--- config.mk ---
export PLATFORM = sky130hd
export DESIGN_NAME = pipeline_sequencer
export DESIGN_NICKNAME = d
export VERILOG_FILES = /design/src/rtl/pipeline_sequencer_pkg.sv /design/src/rtl/pipeline_sequencer_hazard.sv /design/src/rtl/pipeline_sequencer.sv
export SDC_FILE = /design/constraint.sdc
export NUM_CORES = 1
export LEC_CHECK = 0
export ABC_AREA = 0
export CAP_MARGIN = 20
export CORE_UTILIZATION = 40
export DETAILED_ROUTE_END_ITERATION = 7
export MAX_ROUTING_LAYER = met4
export PLACE_DENSITY = 0.69
export SLEW_MARGIN = 20
export SYNTH_ARGS = -nofsm -noshare
export SYNTH_HDL_FRONTEND = slang
export SYNTH_SLANG_ARGS = --single-unit
export TNS_END_PERCENT = 100
--- constraint.sdc ---
create_clock -name i_clk -period 2.2 [get_ports i_clk]
set_input_delay 0.44 -clock i_clk [delete_from_list [all_inputs] [get_ports i_clk]]
set_output_delay 0.44 -clock i_clk [all_outputs]
set_load 0.05 [all_outputs]
--- src/rtl/pipeline_sequencer_pkg.sv ---
// Shared definitions for the pipeline sequencer: FSM states, debug command codes
// and the state-class helper used by the enable decode.
package pipeline_sequencer_pkg;

    typedef enum logic [1:0] {
        ST_IDLE  = 2'd0,
        ST_RUN   = 2'd1,
        ST_STEP  = 2'd2,
        ST_DRAIN = 2'd3
    } seq_state_e;

    typedef enum logic [1:0] {
        CMD_RUN   = 2'd0,
        CMD_STEP  = 2'd1,
        CMD_STOP  = 2'd2,
        CMD_CLEAR = 2'd3
    } seq_cmd_e;

    // States in which the front end (PC, IF/ID) is allowed to advance
    function automatic logic state_advances(input seq_state_e s);
        return (s == ST_RUN) || (s == ST_STEP);
    endfunction

endpackage

--- src/rtl/pipeline_sequencer_hazard.sv ---
// Load-use hazard compare: the load in EX writes a register the instruction in ID reads.
module hazard_detect_unit #(
    parameter int unsigned REG_ADDR_W = 5
) (
    input  logic                  i_idex_mem_read,
    input  logic [REG_ADDR_W-1:0] i_idex_rt,
    input  logic [REG_ADDR_W-1:0] i_ifid_rs,
    input  logic [REG_ADDR_W-1:0] i_ifid_rt,
    output logic                  o_hazard
);

    // $zero is never a real dependency
    assign o_hazard = i_idex_mem_read && (i_idex_rt != '0) &&
                      ((i_idex_rt == i_ifid_rs) || (i_idex_rt == i_ifid_rt));

endmodule

--- src/rtl/pipeline_sequencer.sv ---
// Pipeline sequencer: debug run/step/stop/clear FSM, HALT drain, load-use stall,
// taken-branch IF/ID flush and a saturating count of pipeline-advance cycles.
module pipeline_sequencer
    import pipeline_sequencer_pkg::*;
#(
    parameter int unsigned DRAIN_CYCLES = 4,
    parameter int unsigned CNT_W        = 32,
    parameter int unsigned REG_ADDR_W   = 5
) (
    input  logic                  i_clk,
    input  logic                  i_reset,
    input  logic                  i_cmd_valid,
    input  logic [1:0]            i_cmd,
    output logic                  o_cmd_ready,
    input  logic                  i_halt_inst,
    input  logic                  i_branch_taken,
    input  logic                  i_idex_mem_read,
    input  logic [REG_ADDR_W-1:0] i_idex_rt,
    input  logic [REG_ADDR_W-1:0] i_ifid_rs,
    input  logic [REG_ADDR_W-1:0] i_ifid_rt,
    output logic                  o_pc_enable,
    output logic                  o_ifid_enable,
    output logic                  o_ifid_flush,
    output logic                  o_idex_bubble,
    output logic                  o_pipe_enable,
    output logic                  o_pipe_clear,
    output logic                  o_step_done,
    output logic [1:0]            o_state,
    output logic [CNT_W-1:0]      o_cycle_count
);

    localparam int unsigned DW = (DRAIN_CYCLES > 1) ? $clog2(DRAIN_CYCLES) : 1;
    localparam logic [DW-1:0] DRAIN_LOAD = DW'(DRAIN_CYCLES - 1);

    seq_state_e    state, state_nxt;
    seq_cmd_e      cmd;
    logic          hazard;
    logic          cmd_fire;
    logic          halted, halted_nxt;
    logic [DW-1:0] drain_cnt, drain_cnt_nxt;
    logic          step_done_nxt, pipe_clear_nxt, count_clear;

    hazard_detect_unit #(
        .REG_ADDR_W(REG_ADDR_W)
    ) u_hazard (
        .i_idex_mem_read(i_idex_mem_read),
        .i_idex_rt      (i_idex_rt),
        .i_ifid_rs      (i_ifid_rs),
        .i_ifid_rt      (i_ifid_rt),
        .o_hazard       (hazard)
    );

    assign cmd         = seq_cmd_e'(i_cmd);
    assign o_cmd_ready = (state == ST_IDLE) || (state == ST_RUN);
    assign cmd_fire    = i_cmd_valid && o_cmd_ready;
    assign o_state     = state;

    always_ff @(posedge i_clk) begin
        if (i_reset) begin
            state         <= ST_IDLE;
            halted        <= 1'b0;
            drain_cnt     <= '0;
            o_step_done   <= 1'b0;
            o_pipe_clear  <= 1'b0;
            o_cycle_count <= '0;
        end else begin
            state        <= state_nxt;
            halted       <= halted_nxt;
            drain_cnt    <= drain_cnt_nxt;
            o_step_done  <= step_done_nxt;
            o_pipe_clear <= pipe_clear_nxt;
            if (count_clear)
                o_cycle_count <= '0;
            else if (o_pipe_enable && (o_cycle_count != '1))
                o_cycle_count <= o_cycle_count + CNT_W'(1);
        end
    end

    always_comb begin
        state_nxt      = state;
        halted_nxt     = halted;
        drain_cnt_nxt  = drain_cnt;
        step_done_nxt  = 1'b0;
        pipe_clear_nxt = 1'b0;
        count_clear    = 1'b0;
        case (state)
            ST_IDLE: begin
                if (cmd_fire) begin
                    case (cmd)
                        CMD_RUN:  state_nxt = ST_RUN;
                        CMD_STEP: if (!halted) state_nxt = ST_STEP;
                        CMD_CLEAR: begin
                            pipe_clear_nxt = 1'b1;
                            count_clear    = 1'b1;
                            halted_nxt     = 1'b0;
                        end
                        default: ;
                    endcase
                end
            end
            ST_RUN: begin
                // STOP beats a HALT seen in the same cycle; a stalled HALT waits
                if (cmd_fire && (cmd == CMD_STOP)) begin
                    state_nxt = ST_IDLE;
                end else if (i_halt_inst && !hazard) begin
                    state_nxt     = ST_DRAIN;
                    drain_cnt_nxt = DRAIN_LOAD;
                end
            end
            ST_STEP: begin
                state_nxt     = ST_IDLE;
                step_done_nxt = 1'b1;
            end
            ST_DRAIN: begin
                if (drain_cnt == '0) begin
                    state_nxt  = ST_IDLE;
                    halted_nxt = 1'b1;
                end else begin
                    drain_cnt_nxt = drain_cnt - DW'(1);
                end
            end
            default: state_nxt = ST_IDLE;
        endcase
    end

    always_comb begin
        o_pc_enable   = 1'b0;
        o_ifid_enable = 1'b0;
        o_ifid_flush  = 1'b0;
        o_idex_bubble = 1'b0;
        o_pipe_enable = 1'b0;
        if (state_advances(state)) begin
            o_pipe_enable = 1'b1;
            if (hazard) begin
                o_idex_bubble = 1'b1;
            end else begin
                o_pc_enable   = 1'b1;
                o_ifid_enable = 1'b1;
                o_ifid_flush  = i_branch_taken && !i_halt_inst;
            end
        end else if (state == ST_DRAIN) begin
            o_pipe_enable = 1'b1;
            o_ifid_flush  = (drain_cnt == DRAIN_LOAD);
        end
    end

endmodule

==> summary.md <==
| Metric | Value |
|---|---|
| Starting Density | `0.4281` |
| Fmax | `between 400 and 500 MHz` |
| CTS tree | `yes` |
| First-pass GRT wire length | `9522 um` |
| TritonRoute pass-1 iters | `4` |
| Lkg Pwr | `~1.2 nW` |
| Synth warnings | `0` |
| Nature of the critical path endpoint | `output pin` |
| Tot Pwr | `2.690 mW` |
| Max Cap Viol | `0` |
| Die height | `just under 80 um` |
| Synth top area cells | `dfxtp_1 35%, xnor2_1 8.9%, nor2_1 5.7%` |
| Post-synth EDFFs | `0` |
| TritonCTS Buffers | `5` |
| Register-to-Register Path Depth | `9` |
| Area Overhead vs Synth | `44.31%` |
| Pwr dens | `between 800 and 900 nW/um^2` |
| Synth Area per Inst | `between 8 and 9 um^2` |
| Max rail drop VDD | `0.001168 V` |
| GPL Wtd Cong | `slightly above 0.8` |
| Mapped Area | `about 2300 um^2` |
| Tmin final | `2.159 ns` |
| Hold slack | `0.4929 ns` |
| Antenna cell count | `0` |
| Crit Path Max Fanout | `3` |
| Root Buffer | `clkbuf_8` |
| Post-synth top area share | `0.3461` |
| Detail Route Antenna Nets | `0` |
| Combinational share of power | `0.520` |
| Syn_nets | `approximately 300` |
| # fillers | `just under 500` |
| H-tree Lvls | `2` |
| DIE WIDTH | `a little under 80 um` |
| Synth cell types | `just over 50` |
| Cells after Synth | `approximately 260` |
| Vias per inst | `5.272` |
| Total congestion overflow | `0` |
| DRC | `0` |
| Hold Path Cell Cnt | `2` |
| Max Clock Skew | `roughly 0.0025 ns` |
| Seq/Total Area, Yosys | `0.3461` |
| Cells after DPL | `roughly 410` |
| Worst hold path class | `reg -> reg` |
| Worst endpoint data arrival time | `1.72 ns` |
| Yosys reg bits | `39` |
| Async set-or-reset flop fraction in the synthesized netlist | `0` |
| Req. time, crit path | `around 1.8 ns` |
| Final Hold Viols | `0` |
| NetSw | `roughly 1.2 mW` |
| Slew Limit Fails | `0` |
| Power share of the sequential group | `0.305` |
| Clock sink count | `39` |
| Internal | `approximately 1.5 mW` |
| Die footprint | `about 5900 um^2` |
| Boundary pin count | `65` |
| I/O Buffers | `64` |
| Vias in the first global route | `roughly 2100` |
| Reg2reg end | `o_cycle_count[9]` |
| Most common cell after layout, fill and taps aside | `clkdlybuf4s50_1` |
| Reg2reg setup slack | `between 0.2 and 0.25 ns` |
| Vias | `2188` |
| Status | `finished clean` |
| Clk pwr share | `0.176` |
| Max-Slew Margin vs Limit | `0.6588` |
| RR Startpoint | `o_cycle_count[0]` |
| CP Capture Point | `o_idex_bubble` |
| Initial antenna violation count | `0` |
| Clk Latency, worst-skew pair | `~0.29 ns` |
| Dominant synthesized flop cell | `dfxtp_1` |
| Yosys top cell by area | `dfxtp_1` |
| Wire length per cell | `13.34 um` |
| Worst Setup Path Type | `in -> out` |
| Post-layout net count | `375` |
| Dpl hpwl | `approximately 4100 um` |
| Sw Share | `0.4280` |
| Startpoint Class | `input pin` |
| Overall Global Routing Usage | `0.2018` |
| Post-route insts no fill | `roughly 420` |
| Period utilisation layout | `0.9816` |
| Largest net degree at the start of global routing | `25` |
| Clk buf depth | `2` |
| Slew @ Worst Pin | `~0.5 ns` |
| Starting DRT DRC Count | `about 110` |
| Clk slew on worst S/H paths | `0.07 ns` |
| Worst setup path start | `i_idex_rt[1]` |
| Routed wire length | `approximately 5500 um` |
| Core area | `5270 um^2` |
| Core Rows | `26` |
| Share of cells above drive strength 1 | `0.2145` |
| Setup Viol. Count Final | `0` |
| Most frequent cells in the layout | `43 x clkdlybuf4s50_1, 33 x nor2_1, 26 x dfxtp_1` |
==> kinds of logic after synthesis <==
kind of cell             share of synthesized area
AND/OR/NAND/NOR                             0.3467
flip-flops                                  0.3461
XOR/XNOR                                    0.1436
AO/OA/AOI/OAI                              0.07544
buffers and inverters                      0.03938
adder cells (fa/ha/maj)                    0.04437
multiplexers                              0.004437
==> registers in the layout (all words and copies together), names as in the netlist <==
signal and cells:
o_state 2, o_pipe_clear 1, halted 1, o_cycle_count 32, drain_cnt 2, o_step_done 1
==> power by group through the flow <==
stage | Sequential, mW | Clock [mW] | Combinational [mW]
after floorplan | 0.949 | 0 | 0.765
after CTS | 0.819 | 0.489 | 1.39
after global routing | 0.828 | 0.519 | 1.50
after global placement | 0.834 | 0 | 1.35
final | 0.819 | 0.473 | 1.40
after detailed placement | 0.836 | 0 | 1.36
==> layout make-up <==
cell class	count	area [um^2]	share of cell area
Timing Repair Buffer	85	810.8	0.2490
Clock buffer	7	76.32	0.02344
Tap cell	70	87.58	0.02690
Clock inverter	1	5.005	0.001537
Multi-Input combinational cell	203	1441	0.4427
Sequential cell	39	797.0	0.2448
Inverter	10	37.54	0.01153
==> cells in the mapped netlist (2+ instances only) <==
cell and n:
nor4_4 2, nand3_1 10, nand2_1 21, a21o_1 2
nor2b_1 4, nand4_1 6, o21ai_1 2, nor3_2 2
nor4_2 5, o21ai_0 2, a21oi_1 4, nor3b_1 3
or4_1 4, nor4b_1 3, nor3_1 9, nor4_1 6
a31oi_1 3, ha_1 8, nor2_1 34, inv_1 10
xor2_1 14, clkbuf_1 5, buf_2 2, and3_1 5
xnor2_1 23, dfxtp_1 39, a311oi_1 3, o211ai_1 3
and4_1 3, or2_2 2, and2_1 3
==> through the flow <==
stage / worst slack (ns) / setup TNS, ns / util / cell area, um^2
floorplan: -0.2521 / -0.2521 / - / 2281
global placement: -0.3117 / -1.672 / 0.5938 / 3129
detailed placement: -0.4201 / -2.326 / 0.5938 / 3129
CTS: -0.00001532 / -0.00001532 / 0.6140 / 3236
global route: -0.008947 / -0.008947 / 0.6178 / 3256
finish: 0.04051 / 0 / 0.6178 / 3256
==> per-layer routing <==
layer,GRT usage,vias up,routed length [um]
met5,-,-,0
met4,0.06038,0,73
met3,0.03333,9,206
met2,0.3196,66,2627
met1,0.2628,1028,2628
li1,-,1085,-
==> critical path, stage by stage <==
cell and delay (ns):
dlygate4sd2_1 0.30, xor2_1 0.18, nor2_1 0.15, a22oi_2 0.13, nor2_4 0.19, and2_4 0.18
buf_8 0.14
==> timing repair <==
item,4_1_cts,5_1_grt
setup endpoints to repair,4,4
hold buffers,0,0
setup buffers,1,1
gates resized for setup,32,4
pin swaps,11,6
==> worst min-delay path by stage <==
stage / startpoint / end
after floorplan: halted / halted
after global placement: halted / halted
after detailed placement: halted / halted
after CTS: halted / halted
after global routing: halted / halted
final: halted / halted
Power figures use the tool's default switching activity.
